--- src/rtl/pwm_fade_multi.sv ---
// pwm_fade_multi: N-channel PWM generator with per-channel fading duty.
//
// Each channel has a target duty (loaded over the ld/ch_sel/target strobe)
// and an active duty that drives its PWM output. The active duty only
// changes at PWM frame boundaries, so the pins never see a truncated or
// stretched pulse. With rate == 0 the active duty jumps to the target at
// the next boundary. Otherwise it walks one LSB toward the target every
// rate+1 frames.
//
// Optional build macro: PWM_FADE_PHASE_EN
//   When defined, channel i compares its duty against a copy of the frame
//   counter advanced by i*(2^WIDTH/CHANNELS). This staggers the channel
//   rising edges across the frame. Frame and duty-update timing still follow
//   the unshifted counter.
//   When undefined, every channel compares against the same counter.

module pwm_fade_multi #(
  parameter int CHANNELS = 4,
  parameter int WIDTH    = 8,
  parameter int RATE_W   = 8,
  localparam int CH_W    = (CHANNELS > 1) ? $clog2(CHANNELS) : 1
) (
  input  logic                      clk,
  input  logic                      reset,
  input  logic                      ld,
  input  logic [CH_W-1:0]           ch_sel,
  input  logic [WIDTH-1:0]          target,
  input  logic [RATE_W-1:0]         rate,
  output logic [CHANNELS*WIDTH-1:0] duty_out,
  output logic [CHANNELS-1:0]       busy,
  output logic                      frame,
  output logic                      err,
  output logic [CHANNELS-1:0]       pwm_out
);

  // Last counter value of a frame. Crossing it is the frame boundary.
  localparam logic [WIDTH-1:0]  CNT_MAX  = '1;
  localparam logic [WIDTH-1:0]  DUTY_ONE = WIDTH'(1);
  localparam logic [RATE_W-1:0] PCNT_ONE = RATE_W'(1);
  // Channel count widened by one bit, so it can be compared against ch_sel
  // even when CHANNELS is a power of two.
  localparam logic [CH_W:0]     CH_LIMIT = (CH_W + 1)'(CHANNELS);

  // Shared timing state.
  logic [WIDTH-1:0]  cnt_reg;
  logic              frame_reg;
  logic [RATE_W-1:0] pcnt_reg;
  logic              err_reg;

  // Decoded control shared by all channels.
  logic              boundary;
  logic              tick;
  logic              jump_mode;
  logic [CH_W:0]     ch_sel_ext;
  logic              ld_valid;
  logic              ld_bad;

  // The edge on which cnt wraps is the only edge where active duties move.
  assign boundary   = (cnt_reg == CNT_MAX);
  // The prescaler fires once its count has reached the programmed rate.
  // If rate is lowered below the current count, this fires at the next
  // boundary instead of waiting for the counter to wrap.
  assign tick       = (pcnt_reg >= rate);
  assign jump_mode  = (rate == '0);
  assign ch_sel_ext = {1'b0, ch_sel};
  assign ld_valid   = ld && (ch_sel_ext < CH_LIMIT);
  assign ld_bad     = ld && !(ch_sel_ext < CH_LIMIT);

  // Free-running frame counter.
  // frame is registered so that it is high during the cycle in which
  // cnt == 0 after a wrap. It stays low in the first frame after reset.
  always_ff @(posedge clk) begin
    if (reset) begin
      cnt_reg   <= '0;
      frame_reg <= 1'b0;
    end else begin
      cnt_reg   <= cnt_reg + DUTY_ONE;
      frame_reg <= boundary;
    end
  end

  // Fade-rate prescaler. It advances once per frame boundary and restarts
  // after each tick, so a tick occurs every rate+1 frames.
  always_ff @(posedge clk) begin
    if (reset) begin
      pcnt_reg <= '0;
    end else if (boundary) begin
      if (tick) begin
        pcnt_reg <= '0;
      end else begin
        pcnt_reg <= pcnt_reg + PCNT_ONE;
      end
    end
  end

  // Sticky error flag for a load addressed to a channel that does not exist.
  always_ff @(posedge clk) begin
    if (reset) begin
      err_reg <= 1'b0;
    end else if (ld_bad) begin
      err_reg <= 1'b1;
    end
  end

  assign frame = frame_reg;
  assign err   = err_reg;

  // Per-channel target, active duty and PWM comparator.
  for (genvar gi = 0; gi < CHANNELS; gi++) begin : g_ch
    logic [WIDTH-1:0] target_reg;
    logic [WIDTH-1:0] duty_reg;
    logic [WIDTH-1:0] duty_next;
    logic [WIDTH-1:0] cmp_cnt;
    logic             pwm_reg;
    logic             sel_hit;

`ifdef PWM_FADE_PHASE_EN
    // Each channel's phase offset is a whole fraction of the frame.
    localparam longint PHASE_SPAN = (64'd1 << WIDTH) / CHANNELS;
    localparam logic [WIDTH-1:0] PHASE_OFF = WIDTH'(gi * PHASE_SPAN);
    // The addition wraps modulo 2^WIDTH because cmp_cnt has the counter width.
    assign cmp_cnt = cnt_reg + PHASE_OFF;
`else
    assign cmp_cnt = cnt_reg;
`endif

    assign sel_hit = ld_valid && (ch_sel == CH_W'(gi));

    // Next active duty at a boundary: jump, step by one LSB, or hold.
    // A single-LSB step toward the target cannot overshoot or wrap.
    always_comb begin
      duty_next = duty_reg;
      if (jump_mode) begin
        duty_next = target_reg;
      end else if (tick) begin
        if (duty_reg < target_reg) begin
          duty_next = duty_reg + DUTY_ONE;
        end else if (duty_reg > target_reg) begin
          duty_next = duty_reg - DUTY_ONE;
        end
      end
    end

    // Active duty moves only at the frame boundary.
    // Because the target register is read before any same-edge load lands,
    // a load that coincides with a boundary takes effect one update later.
    always_ff @(posedge clk) begin
      if (reset) begin
        duty_reg <= '0;
      end else if (boundary) begin
        duty_reg <= duty_next;
      end
    end

    // Target register written by the load strobe.
    always_ff @(posedge clk) begin
      if (reset) begin
        target_reg <= '0;
      end else if (sel_hit) begin
        target_reg <= target;
      end
    end

    // Registered comparator. It gives a duty of 0 that is always low and a
    // duty of all ones that is high for all but one count of the frame.
    always_ff @(posedge clk) begin
      if (reset) begin
        pwm_reg <= 1'b0;
      end else begin
        pwm_reg <= (cmp_cnt < duty_reg);
      end
    end

    assign duty_out[gi*WIDTH +: WIDTH] = duty_reg;
    assign busy[gi]                    = (duty_reg != target_reg);
    assign pwm_out[gi]                 = pwm_reg;
  end

endmodule

--- config.mk ---
export PLATFORM = sky130hd
export DESIGN_NAME = pwm_fade_multi
export DESIGN_NICKNAME = d
export VERILOG_FILES = /design/src/rtl/pwm_fade_multi.sv
export SDC_FILE = /design/constraint.sdc
export NUM_CORES = 1
export LEC_CHECK = 0
export BUFFER_PORTS_ARGS = -buffer_cell sky130_fd_sc_hd__clkbuf_2
export CAP_MARGIN = 20
export CORE_ASPECT_RATIO = 0.6
export CORE_MARGIN = 5
export CORE_UTILIZATION = 50
export CTS_CLUSTER_DIAMETER = 30
export DETAILED_ROUTE_END_ITERATION = 6
export PLACE_DENSITY = 0.82
export SLEW_MARGIN = 20
export SYNTH_ARGS = -nofsm -noshare
export SYNTH_HDL_FRONTEND = slang
export SYNTH_SLANG_ARGS = --single-unit
--- constraint.sdc ---
create_clock -name clk -period 3.24 [get_ports clk]
set_clock_uncertainty 0.2 [all_clocks]
set_input_delay 0.324 -clock clk [delete_from_list [all_inputs] [get_ports clk]]
set_output_delay 0.324 -clock clk [all_outputs]
set_load 0.02 [all_outputs]
==> tab_implementation.tex <==
\begin{tabular}{lr}
\hline
Metric & Value \\
\hline
\multicolumn{2}{l}{\textbf{Critical path}} \\
\quad Crit path largest cell delay & 0.33 ns \\
\quad Slowest cell on the critical path & dfxtp\_1 \\
\quad Largest fanout of any net on the critical path & 5 \\
\quad Data required time of the critical path & between 3 and 4 ns \\
\quad Critical Path Sink Type & flop \\
\quad R2R setup slack & 0.15 ns \\
\quad Crit Reg-Reg Startpoint & g\_ch[2].target\_reg[3] \\
\quad Number of buffer and inverter instances along the worst setup path & 2 \\
\quad Critical Path, Cell by Cell & inv\_1 > ha\_1 > a21oi\_2 > a31oi\_2 > nor3\_2 > inv\_2 > ha\_1 > a211oi\_1 > o21bai\_1 > a21oi\_1 > xnor2\_1 > a211oi\_2 > a211oi\_2 \\
\quad CP Launch Point & g\_ch[2].target\_reg[3] \\
\quad Path type of the worst setup path & flop to flop \\
\quad Data arrival at the endpoint of the critical path & approximately 3.2 ns \\
\quad Startpoint type of the worst setup path & flop \\
\quad Top delay family on crit path & compound AO/OA/AOI/OAI gates \\
\multicolumn{2}{l}{\textbf{Pwr}} \\
\quad Switching power & 0.770 mW \\
\quad Switching portion of total power & 0.295 \\
\quad Clock power share & 0.379 \\
\quad Ratio of total power to cell area & 348 nW/um\^{}2 \\
\quad Combinational fraction of design power & 0.205 \\
\quad Static Leak & $\sim$3.3 nW \\
\quad Internal power summed over all cells & 1.84 mW \\
\quad Sequential cell fraction of total power & 0.415 \\
\quad Peak VDD IR & 260 uV \\
\quad Post-layout total power & 2.61 mW \\
\multicolumn{2}{l}{\textbf{Layout}} \\
\quad Final Net Count & 939 \\
\quad Commonest non-fill, non-tap cells in the layout & 95 x ha\_1, 90 x nor2\_1, 85 x dfxtp\_1 \\
\quad Number of antenna diodes & 0 \\
\quad Layout cell share with drive strength beyond 1 & 0.222 \\
\quad Post-route core utilization & 0.590 \\
\quad Layout overhead on the synthesized area & 16.3\% \\
\quad Count of filler cells inserted in the layout & 1107 \\
\quad Leading cell type in the layout, fill and taps excluded & ha\_1 \\
\multicolumn{2}{l}{\textbf{Yosys}} \\
\quad Post-Synthesis Net Count & 851 \\
\quad Number of enable-type register cells in the synthesized netlist & 0 \\
\quad Fraction of the yosys area taken by sequential cells & 0.263 \\
\quad Netlist cell types & 61 \\
\quad Proportion of register bits with asynchronous set or reset after synthesis & 0 \\
\quad Dominant synthesized flop cell & dfxtp\_1 \\
\quad Post-synthesis area per instance & 8.87 um\^{}2 \\
\quad Cell count after synthesis & 728 \\
\quad Register bit count reported by yosys & 85 \\
\quad Synth warnings & 0 \\
\quad Netlist area before placement & roughly 6500 um\^{}2 \\
\multicolumn{2}{l}{\textbf{Global routing}} \\
\quad Gr ovfl total & 0 \\
\quad Initial antenna violation count & 0 \\
\quad Pin count of the biggest net entering global routing & 33 \\
\quad Global-route usage over all layers & 0.225 \\
\quad Vias in the first global route & 5393 \\
\quad First-pass GRT wire length & 27.9 mm \\
\multicolumn{2}{l}{\textbf{Detailed routing}} \\
\quad Final ANT Viol Nets & 0 \\
\quad Number of DRC markers in iteration 0 & 341 \\
\quad Drt wl/cell & 17.2 um \\
\quad Vias after detailed routing & 5728 \\
\quad Router iterations before antenna repair & 5 \\
\quad Remaining routing DRC violations & 0 \\
\quad Routed Wire Length & 17.1 mm \\
\quad Vias per inst & 5.78 \\
\multicolumn{2}{l}{\textbf{Die}} \\
\quad Die area & about 15000 um\^{}2 \\
\quad Horiz. Die Dim & 157 um \\
\quad Starting density of the core & 0.507 \\
\quad Die Span Y & 98.0 um \\
\quad Top-level I/O count & 63 \\
\quad Row count & 32 \\
\quad Placeable core region & 12700 um\^{}2 \\
\multicolumn{2}{l}{\textbf{Timing}} \\
\quad Final worst path period share & 0.954 \\
\quad Hold\_ws & roughly 0.13 ns \\
\quad Post-route setup TNS & 0 ns \\
\quad Transition time of the tightest slew-check pin & 0.766 ns \\
\quad Final critical-path required period & just over 3 ns \\
\quad Number of failing hold endpoints at the final stage & 0 \\
\quad Slew Limit Fails & 0 \\
\quad Max Clock Freq & about 320 MHz \\
\quad Minimum setup slack in the final design & approximately 0.15 ns \\
\quad Relative slew slack & 0.488 \\
\quad Count of endpoints failing setup in the final report & 0 \\
\multicolumn{2}{l}{\textbf{Placement}} \\
\quad Detail Placement HPWL & 13.0 mm \\
\quad Setup slack after placement & 0.0142 ns \\
\quad Input/output buffers & 61 \\
\quad Final weighted congestion of routability-driven global placement & between 0.8 and 0.9 \\
\multicolumn{2}{l}{\textbf{Clock network}} \\
\quad TritonCTS clock tree & yes \\
\quad Worst-path clk slew & 0.06 ns \\
\quad Post-CTS Hold Buffers & 0 \\
\quad Source-to-sink clock delay at the later pin of the worst-skew pair & 0.34 ns \\
\quad Root cell of the clock tree & clkbuf\_16 \\
\quad Number of levels in the clock H-tree & 3 \\
\quad Sink Count & 85 \\
\quad Number of buffers created by CTS & 9 \\
\quad Max Root-Sink Buffers & 2 \\
\multicolumn{2}{l}{\textbf{Outcome}} \\
\quad Status & completed \\
\multicolumn{2}{l}{\textbf{Hold path}} \\
\quad HP Class & input pin to flop \\
\quad Min-delay src & target[1] \\
\multicolumn{2}{l}{\textbf{Job}} \\
\quad Total of max-cap violations & 0 \\
\hline
\end{tabular}
==> power by group through the flow <==
stage / clock network (mW) / logic [mW] / registers [mW]
6_report: 0.991 / 0.536 / 1.08
5_1_grt: 1.05 / 0.592 / 1.09
4_1_cts: 0.998 / 0.503 / 1.08
3_5_place_dp: 0 / 0.498 / 1.11
3_3_place_gp: 0 / 0.489 / 1.11
2_1_floorplan: 0 / 0.368 / 1.10
==> timing repair <==
action | in CTS | in global routing
resized for setup | 1 | 22
pin swaps | 0 | 6
setup buffers | 0 | 4
setup endpoints to repair | 1 | 16
==> cell families (layout without fill, tap and decap cells) <==
family                   count (synthesis)  in the layout  synth area share
AO/OA/AOI/OAI                          199            199             0.251
AND/OR/NAND/NOR                        190            190             0.141
adder cells (fa/ha/maj)                102            102             0.202
buffers and inverters                  101            194            0.0690
flip-flops                              85             85             0.263
XOR/XNOR                                25             25            0.0339
multiplexers                            25             25            0.0387
other                                    1              1          0.000581
==> per-stage QoR <==
step                      cell area (um^2)  std cells
after global placement                7120        971
after global routing                  7510        991
after detailed placement              7120        971
after floorplan                       6470        728
final                                 7510        991
after CTS                             7400        987
==> Yosys cell counts (12+ instances only) <==
cell type,n,area (um^2)
inv_1,72,270
xor2_1,14,123
nand3_1,18,90.1
mux2i_1,25,250
a211oi_2,13,163
a21o_1,20,150
dfxtp_1,85,1700
a21oi_1,34,170
ha_1,98,1230
nor2_1,90,338
o21bai_1,12,90.1
a211oi_1,48,360
nand2_1,28,105
o21ai_0,22,110
==> worst min-delay path, stage by stage <==
cell and delay [ns]:
clkbuf_2 0.17, a21oi_1 0.08, nor2_1 0.07
==> metal layers <==
metal / vias up / routed length (um) / GRT usage / share of wire
met5: - / 0 / 0 / 0
met3: 17 / 1210 / 0.0483 / 0.071
met2: 184 / 7070 / 0.321 / 0.41
li1: 2814 / - / - / -
met1: 2713 / 8620 / 0.345 / 0.50
met4: 0 / 177 / 0.0500 / 0.010
==> layout make-up <==
cell class / instances / area [um^2] / share of cell area
clock buffers: 12 / 256 / 0.0342
clock inverters: 4 / 22.5 / 0.00300
inverters: 72 / 270 / 0.0360
multi-input cells: 542 / 4400 / 0.586
flip-flops and latches: 85 / 1700 / 0.227
well taps: 170 / 213 / 0.0283
repair buffers: 106 / 643 / 0.0856
==> final timing paths <==
| check | end | depth (start not counted) |
|---|---|---|
| hold / removal | g_ch[0].target_reg[1] | 3 |
| setup / recovery | g_ch[2].duty_reg[5] | 13 |
| hold reg to reg | g_ch[1].target_reg[1] | 2 |
| setup reg to reg | g_ch[2].duty_reg[5] | 13 |
Power figures use the tool's default switching activity.
